[config.mk]
export PLATFORM = sky130hd
export DESIGN_NAME = i2c_color_reader_flat
export DESIGN_NICKNAME = d
export VERILOG_FILES = /design/src/rtl/i2c_color_reader_if.sv /design/src/rtl/i2c_color_reader.sv /design/src/flat_wrapper.sv
export SDC_FILE = /design/constraint.sdc
export NUM_CORES = 1
export LEC_CHECK = 0
export CAP_MARGIN = 20
export CORE_MARGIN = 1
export CORE_UTILIZATION = 51
export CTS_CLUSTER_DIAMETER = 120
export DETAILED_ROUTE_END_ITERATION = 10
export GPL_TIMING_DRIVEN = 0
export PLACE_DENSITY = 0.76
export SYNTH_ARGS = -nofsm -noshare
export SYNTH_HDL_FRONTEND = slang
export SYNTH_SLANG_ARGS = --single-unit
[constraint.sdc]
create_clock -name clk -period 5.22 [get_ports clk]
set_input_delay 0.522 -clock clk [delete_from_list [all_inputs] [get_ports clk]]
set_output_delay 0.522 -clock clk [all_outputs]
set_load 0.01 [all_outputs]
[src/rtl/i2c_color_reader_if.sv]
// Bundle of colour-reader signals: control in, I2C pins, channel results out.
// Latency: none (wires only).
// Backpressure: none; results are level-held words plus single-cycle pulses.
// Ports: enable/start/sda_i into the reader; scl_o/sda_oe drive the bus;
// *_data, data_valid, nack, bsy go to the register bank.
interface i2c_color_reader_if #(
  parameter int REG_WIDTH = 16
);
  logic                 enable;
  logic                 start;
  logic                 sda_i;
  logic                 scl_o;
  logic                 sda_oe;
  logic [REG_WIDTH-1:0] clear_data;
  logic [REG_WIDTH-1:0] red_data;
  logic [REG_WIDTH-1:0] green_data;
  logic [REG_WIDTH-1:0] blue_data;
  logic [REG_WIDTH-1:0] infrared_data;
  logic                 data_valid;
  logic                 nack;
  logic                 bsy;

  // Reader side.
  modport master (
    input  enable, start, sda_i,
    output scl_o, sda_oe, clear_data, red_data, green_data, blue_data,
           infrared_data, data_valid, nack, bsy
  );

  // Register bank / bus side.
  modport slave (
    output enable, start, sda_i,
    input  scl_o, sda_oe, clear_data, red_data, green_data, blue_data,
           infrared_data, data_valid, nack, bsy
  );
endinterface

[src/rtl/i2c_color_reader.sv]
// I2C master reading five 16-bit colour channels (10 bytes) in one burst.
// Latency: 480 ticks (480*CLK_DIV clk) per successful burst; results land on return to IDLE.
// Backpressure: start ignored while bsy or !enable; requests are not queued.
// Ports: clk, rst (async active-high), bus (master modport): enable, start,
// sda_i in; scl_o, sda_oe, five channel words, data_valid, nack, bsy out.
module i2c_color_reader #(
  parameter int         CLK_DIV    = 125,
  parameter logic [6:0] SLAVE_ADDR = 7'h29,
  parameter logic [7:0] DATA_REG   = 8'h14,
  parameter int         REG_WIDTH  = 16
) (
  input logic                 clk,
  input logic                 rst,
  i2c_color_reader_if.master  bus
);
  localparam int DIV_W = $clog2(CLK_DIV);

  localparam logic [3:0] IDLE    = 4'd0;
  localparam logic [3:0] START   = 4'd1;
  localparam logic [3:0] WR_ADDR = 4'd2;
  localparam logic [3:0] WR_ACK  = 4'd3;
  localparam logic [3:0] WR_REG  = 4'd4;
  localparam logic [3:0] REG_ACK = 4'd5;
  localparam logic [3:0] RSTART  = 4'd6;
  localparam logic [3:0] RD_ADDR = 4'd7;
  localparam logic [3:0] RD_ACK  = 4'd8;
  localparam logic [3:0] RD_BYTE = 4'd9;
  localparam logic [3:0] M_ACK   = 4'd10;
  localparam logic [3:0] STOP    = 4'd11;

  logic [3:0]           state;
  logic [DIV_W-1:0]     div_cnt;
  logic [1:0]           phase;
  logic [2:0]           bit_cnt;
  logic [3:0]           byte_cnt;
  logic [7:0]           tx_byte;
  logic                 ack_bad;
  logic                 ok;        // set only when the last master NACK slot completes with enable high
  logic [7:0]           shadow [10];
  logic [REG_WIDTH-1:0] clear_q, red_q, green_q, blue_q, ir_q;
  logic                 data_valid_q, nack_q;
  logic                 tick;
  logic                 scl, sda_oe;

  assign tick = (state != IDLE) && (div_cnt == DIV_W'(CLK_DIV - 1));

  always_ff @(posedge clk or posedge rst) begin
    if (rst) begin
      state        <= IDLE;
      div_cnt      <= '0;
      phase        <= '0;
      bit_cnt      <= '0;
      byte_cnt     <= '0;
      tx_byte      <= '0;
      ack_bad      <= 1'b0;
      ok           <= 1'b0;
      for (int i = 0; i < 10; i++) shadow[i] <= '0;
      clear_q      <= '0;
      red_q        <= '0;
      green_q      <= '0;
      blue_q       <= '0;
      ir_q         <= '0;
      data_valid_q <= 1'b0;
      nack_q       <= 1'b0;
    end else begin
      data_valid_q <= 1'b0;
      nack_q       <= 1'b0;
      if (state == IDLE) begin
        div_cnt <= '0;
        phase   <= '0;
        if (bus.start && bus.enable) begin
          state <= START;
          ok    <= 1'b0;
        end
      end else begin
        div_cnt <= tick ? '0 : div_cnt + 1'b1;
        if (tick) begin
          phase <= phase + 2'd1;
          // End of phase 1 = start of phase 2: SCL is high, sample the line.
          if (phase == 2'd1) begin
            case (state)
              WR_ACK, REG_ACK, RD_ACK: ack_bad <= bus.sda_i;
              RD_BYTE: shadow[byte_cnt] <= {shadow[byte_cnt][6:0], bus.sda_i};
              default: ;
            endcase
          end
          // End of phase 3 = bit-slot boundary.
          if (phase == 2'd3) begin
            if (!bus.enable && state != STOP) begin
              state <= STOP;
              ok    <= 1'b0;
            end else begin
              case (state)
                START: begin
                  state   <= WR_ADDR;
                  tx_byte <= {SLAVE_ADDR, 1'b0};
                  bit_cnt <= 3'd7;
                end
                WR_ADDR: if (bit_cnt == 3'd0) state <= WR_ACK;  else bit_cnt <= bit_cnt - 3'd1;
                WR_REG:  if (bit_cnt == 3'd0) state <= REG_ACK; else bit_cnt <= bit_cnt - 3'd1;
                RD_ADDR: if (bit_cnt == 3'd0) state <= RD_ACK;  else bit_cnt <= bit_cnt - 3'd1;
                RD_BYTE: if (bit_cnt == 3'd0) state <= M_ACK;   else bit_cnt <= bit_cnt - 3'd1;
                WR_ACK: begin
                  if (ack_bad) begin
                    state  <= STOP;
                    nack_q <= 1'b1;
                  end else begin
                    state   <= WR_REG;
                    tx_byte <= DATA_REG;
                    bit_cnt <= 3'd7;
                  end
                end
                REG_ACK: begin
                  if (ack_bad) begin
                    state  <= STOP;
                    nack_q <= 1'b1;
                  end else begin
                    state <= RSTART;
                  end
                end
                RSTART: begin
                  state   <= RD_ADDR;
                  tx_byte <= {SLAVE_ADDR, 1'b1};
                  bit_cnt <= 3'd7;
                end
                RD_ACK: begin
                  if (ack_bad) begin
                    state  <= STOP;
                    nack_q <= 1'b1;
                  end else begin
                    state    <= RD_BYTE;
                    bit_cnt  <= 3'd7;
                    byte_cnt <= 4'd0;
                  end
                end
                M_ACK: begin
                  if (byte_cnt == 4'd9) begin
                    state <= STOP;
                    ok    <= 1'b1;
                  end else begin
                    byte_cnt <= byte_cnt + 4'd1;
                    state    <= RD_BYTE;
                    bit_cnt  <= 3'd7;
                  end
                end
                STOP: begin
                  state <= IDLE;
                  if (ok) begin
                    // High byte of each channel is the second byte on the wire.
                    clear_q      <= REG_WIDTH'({shadow[1], shadow[0]});
                    red_q        <= REG_WIDTH'({shadow[3], shadow[2]});
                    green_q      <= REG_WIDTH'({shadow[5], shadow[4]});
                    blue_q       <= REG_WIDTH'({shadow[7], shadow[6]});
                    ir_q         <= REG_WIDTH'({shadow[9], shadow[8]});
                    data_valid_q <= 1'b1;
                  end
                end
                default: state <= IDLE;
              endcase
            end
          end
        end
      end
    end
  end

  // Line decode from registered state; IDLE (and reset) releases both lines.
  always_comb begin
    scl    = 1'b1;
    sda_oe = 1'b0;
    case (state)
      START, RSTART: begin
        scl    = (phase == 2'd1) || (phase == 2'd2);
        sda_oe = phase[1];                  // SDA falls while SCL is high
      end
      STOP: begin
        scl    = (phase != 2'd0);
        sda_oe = !phase[1];                 // SDA rises while SCL is high
      end
      WR_ADDR, WR_REG, RD_ADDR: begin
        scl    = (phase == 2'd1) || (phase == 2'd2);
        sda_oe = !tx_byte[bit_cnt];
      end
      WR_ACK, REG_ACK, RD_ACK, RD_BYTE: begin
        scl    = (phase == 2'd1) || (phase == 2'd2);
        sda_oe = 1'b0;
      end
      M_ACK: begin
        scl    = (phase == 2'd1) || (phase == 2'd2);
        sda_oe = (byte_cnt != 4'd9);        // ACK bytes 0-8, NACK the last
      end
      default: ;
    endcase
  end

  assign bus.scl_o         = scl;
  assign bus.sda_oe        = sda_oe;
  assign bus.clear_data    = clear_q;
  assign bus.red_data      = red_q;
  assign bus.green_data    = green_q;
  assign bus.blue_data     = blue_q;
  assign bus.infrared_data = ir_q;
  assign bus.data_valid    = data_valid_q;
  assign bus.nack          = nack_q;
  assign bus.bsy           = (state != IDLE);
endmodule

[src/flat_wrapper.sv]
// flat-port wrapper written by rule: the top's interface ports become plain ports
module i2c_color_reader_flat 
#(
  parameter int         CLK_DIV    = 125,
  parameter logic [6:0] SLAVE_ADDR = 7'h29,
  parameter logic [7:0] DATA_REG   = 8'h14,
  parameter int         REG_WIDTH  = 16
)
  (clk, rst, bus_enable, bus_start, bus_sda_i, bus_scl_o, bus_sda_oe, bus_clear_data, bus_red_data, bus_green_data, bus_blue_data, bus_infrared_data, bus_data_valid, bus_nack, bus_bsy);
  i2c_color_reader_if #(.REG_WIDTH(REG_WIDTH)) bus_i ();
  input logic clk;
  input logic rst;
  input wire logic [$bits(bus_i.enable)-1:0] bus_enable;
  input wire logic [$bits(bus_i.start)-1:0] bus_start;
  input wire logic [$bits(bus_i.sda_i)-1:0] bus_sda_i;
  output wire logic [$bits(bus_i.scl_o)-1:0] bus_scl_o;
  output wire logic [$bits(bus_i.sda_oe)-1:0] bus_sda_oe;
  output wire logic [$bits(bus_i.clear_data)-1:0] bus_clear_data;
  output wire logic [$bits(bus_i.red_data)-1:0] bus_red_data;
  output wire logic [$bits(bus_i.green_data)-1:0] bus_green_data;
  output wire logic [$bits(bus_i.blue_data)-1:0] bus_blue_data;
  output wire logic [$bits(bus_i.infrared_data)-1:0] bus_infrared_data;
  output wire logic [$bits(bus_i.data_valid)-1:0] bus_data_valid;
  output wire logic [$bits(bus_i.nack)-1:0] bus_nack;
  output wire logic [$bits(bus_i.bsy)-1:0] bus_bsy;
  assign bus_i.enable = bus_enable;
  assign bus_i.start = bus_start;
  assign bus_i.sda_i = bus_sda_i;
  assign bus_scl_o = bus_i.scl_o;
  assign bus_sda_oe = bus_i.sda_oe;
  assign bus_clear_data = bus_i.clear_data;
  assign bus_red_data = bus_i.red_data;
  assign bus_green_data = bus_i.green_data;
  assign bus_blue_data = bus_i.blue_data;
  assign bus_infrared_data = bus_i.infrared_data;
  assign bus_data_valid = bus_i.data_valid;
  assign bus_nack = bus_i.nack;
  assign bus_bsy = bus_i.bsy;
  i2c_color_reader #(.CLK_DIV(CLK_DIV), .SLAVE_ADDR(SLAVE_ADDR), .DATA_REG(DATA_REG), .REG_WIDTH(REG_WIDTH)) u_core (.clk(clk), .rst(rst), .bus(bus_i));
endmodule
==> results.ini <==
[logic_synthesis]
ys_types = 56
netlist_instances = 671
syn_area_um2 = 8319
synthTopCellsByArea = dfrtp_1 (57%), mux2_2 (13%), o21ai_0 (4.5%)
yosysMostFrequentCell = dfrtp_1
synth_edf_count = 0
syn_nets = 687
synth_ff_type = dfrtp_1
synth_top_area_share_pct = 56.55
synthArstFlopShare_pct = 100.0
yosys.area.top_type = dfrtp_1
ys_warn_count = 0
avgSynthCellArea_um2 = 12.40
ys_ff_latch = 188
ys_top_cells_by_count = dfrtp_1 (188), mux2_2 (97), nand2_1 (75), o21ai_0 (75), nor2_1 (24)
synth_sequential_area_ratio_pct = 56.55

[sta]
relSlewSlack_pct = 39.62
slew_viol_final = 0
skew_ns = 0.008072
rsz0062_at_grt = false
setup_viol = 0
tightest_slew_ns = 0.8975
fin_setup_tns_ns = 0
period_share_pct = 70.82
finalWorstSetupSlack_ns = 1.523
hold_viol = 0
max_clock_freq_ghz = 0.2705
period_needed_ns = 3.697

[cts]
cts.sinks = 188
clkTransAtPathRegs_ns = 0.07
cts_buffers = 17
cts.repair.resized = 0
cts_setup_buffers = 0
clkLatencyLatePin_ns = 0.43
clockBufferDepth = 2
cts_max_level = 4
cts_tree = yes
clock-root-buffer = clkbuf_16
holdBufCountCts = 0

[setup_path]
crit_top_cell = buf_2
critPathLaunchType = flop
timing.critical_path.max_delay_family = buffers and inverters
reg2reg_to = u_core.byte_cnt[2]
worstSetupPathType = flop to output pin
worstPathCellList = buf_2, buf_2, inv_1, ha_1, and3b_1, nor3b_1, a21oi_1, nor2_1, a211o_1, clkdlybuf4s50_1
ff2ff_path_depth = 9
crit_cells = 10
r2r-start = u_core.byte_cnt[1]
required_ns = 4.70
max_stage_delay_ns = 0.54
crit_path_end = bus_sda_oe
rrSetupSlack_ns = 2.33
cp_slowest_cell = clkdlybuf4s50_1
path_buf_inv = 4
crit_start = u_core.byte_cnt[1]
endpoint_kind = output pin
crit_fanout = 10
arrival_ns = 3.17

[floorplan]
start_util_pct = 52.37
design.core.area_um2 = 15890
die_w_um = 129.7
die_h_um = 129.7
die-area_um2 = 16830
rows = 46
pin_count = 90

[place]
io_buffers = 89
place_congestion = 0.8514
hpwl_mm = 14.47
place_ws_ns = 2.002

[routing]
routed_wl_mm = 19.68
routedWlPerCell_um = 19.45
drc = 0
vias_per_cell = 5.747
first_pass_iters = 5
drtAntennaViolNets = 0
first_iter_violations = 423
vias = 5816

[global_route]
antenna_found_initial = 0
grt_first_pass_wirelength_mm = 31.78
overflow = 0
grt_max_degree = 44
grt_util_all_layers_pct = 25.28
grt_pass1_vias = 5922

[power_and_ir_drop]
p_int_mw = 2.232
power_density_nw_per_um2 = 280.1
power.switching_mw = 0.6194
ir_drop_v = 0.0002284
switching_share_pct = 21.72
p_leak_nw = 4.538
seqPwrFrac_pct = 51.4
pwr-share-comb_pct = 2.3
p_clk_share_pct = 46.3

[status]
outcome = finished, final reports clean

[job]
maxCapViolations = 0

[final_layout]
multiInputGateArea_um2 = 3317
diodes = 0
fill_cells = 1244
drive_above_1_share_pct = 22.74
syn_to_final_growth_pct = 22.39
fin_nets = 800
seqCellArea_um2 = 4705

[worst_hold_path]
hp-class = input port to asynchronous set/reset pin

-- registers in the layout (all words and copies together), names as in the netlist --
| name | flops |
|---|---|
| u_core.bus.blue_data | 16 |
| u_core.bus.data_valid | 1 |
| u_core.byte_cnt | 4 |
| u_core.phase | 2 |
| u_core.bus.nack | 1 |
| u_core.bus.infrared_data | 16 |
| u_core.ok | 1 |
| u_core.tx_byte | 4 |
| u_core.bit_cnt | 3 |
| u_core.bus.clear_data | 16 |
| u_core.state | 4 |
| u_core.div_cnt | 7 |
| u_core.ack_bad | 1 |
| u_core.bus.red_data | 16 |
| u_core.shadow | 80 |
| u_core.bus.green_data | 16 |
-- cells in the final DEF, fill, tap and decap left out, types with 3 or more instances in the layout --
cell type and instances:
nor4_1 3, mux2i_1 10, clkdlybuf4s50_1 89, and4_1 3
inv_6 4, inv_1 16, dfrtp_1 188, buf_12 5
a21oi_1 5, o21ai_1 5, ha_1 11, o21ai_0 75
nor2b_1 3, nand2_1 75, mux2_1 6, xor2_1 3
a22oi_1 9, buf_6 9, o21a_1 8, nand2b_1 4
clkbuf_8 3, xnor2_1 4, buf_2 16, nand3_1 11
and3_1 5, mux2_2 97, clkbuf_1 13, nor2_1 24
nor3_1 5, mux4_2 15, clkbuf_16 17, nand4_1 12
-- metal layers --
metal | track usage [%] | vias to the layer above | part of all wire (%)
met5 | 0 | - | 0
met4 | 9.918 | 0 | 2.1
met3 | 5.904 | 34 | 6.0
met2 | 39.76 | 197 | 48
met1 | 34.25 | 2963 | 44
li1 | - | 2622 | -
-- cells by family (layout without fill, tap and decap cells) --
logic type               count (synthesis)  after routing  share of synthesized area, %
AND/OR/NAND/NOR                        158            158                         9.370
multiplexers                           128            128                         19.21
XOR/XNOR                                 7              7                        0.7370
buffers and inverters                   56            181                         3.579
AO/OA/AOI/OAI                          123            123                         8.903
adder cells (fa/ha/maj)                 11             11                         1.654
flip-flops                             188            188                         56.55
-- power groups by stage --
stage / Sequential (mW) / Combinational (mW) / Clock [mW]
floorplan: 1.49 / 0.0406 / 0
global placement: 1.49 / 0.0569 / 0
detailed placement: 1.49 / 0.0678 / 0
CTS: 1.46 / 0.0676 / 1.34
global route: 1.46 / 0.0755 / 1.40
finish: 1.46 / 0.0659 / 1.32
-- final cells by class --
type / count / share of cell area (%)
plain buffers: 38 / 2.261
clock buffers: 21 / 4.620
clock inverters: 10 / 1.253
inverters: 18 / 0.7004
multi-input cells: 427 / 32.58
flip-flops and latches: 188 / 46.20
well taps: 216 / 2.654
repair buffers: 94 / 9.732
-- worst min-delay path by stage --
stage,end,depth (start not counted),start
final,u_core.bus.infrared_data[2],2,rst
after CTS,u_core.bus.infrared_data[2],2,rst
after global routing,u_core.bus.infrared_data[2],2,rst
after floorplan,u_core.tx_byte[4],1,u_core.tx_byte[4]
after detailed placement,u_core.bus.red_data[6],1,u_core.bus.red_data[6]
after global placement,u_core.tx_byte[4],1,u_core.tx_byte[4]
-- through the flow --
stage / instances / hold WS (ns) / power (mW) / utilization (%) / cell area, um2
floorplan: 671 / 0.4337 / 1.532 / - / 8323
CTS: 1012 / 0.2899 / 2.872 / 64.10 / 10180
global placement: 976 / 0.4508 / 1.550 / 59.70 / 9484
detailed placement: 981 / 0.4769 / 1.560 / 60.33 / 9584
finish: 1012 / 0.3030 / 2.852 / 64.10 / 10180
global route: 1012 / 0.3025 / 2.937 / 64.10 / 10180
Note: power is estimated with default switching activity, not from simulation.
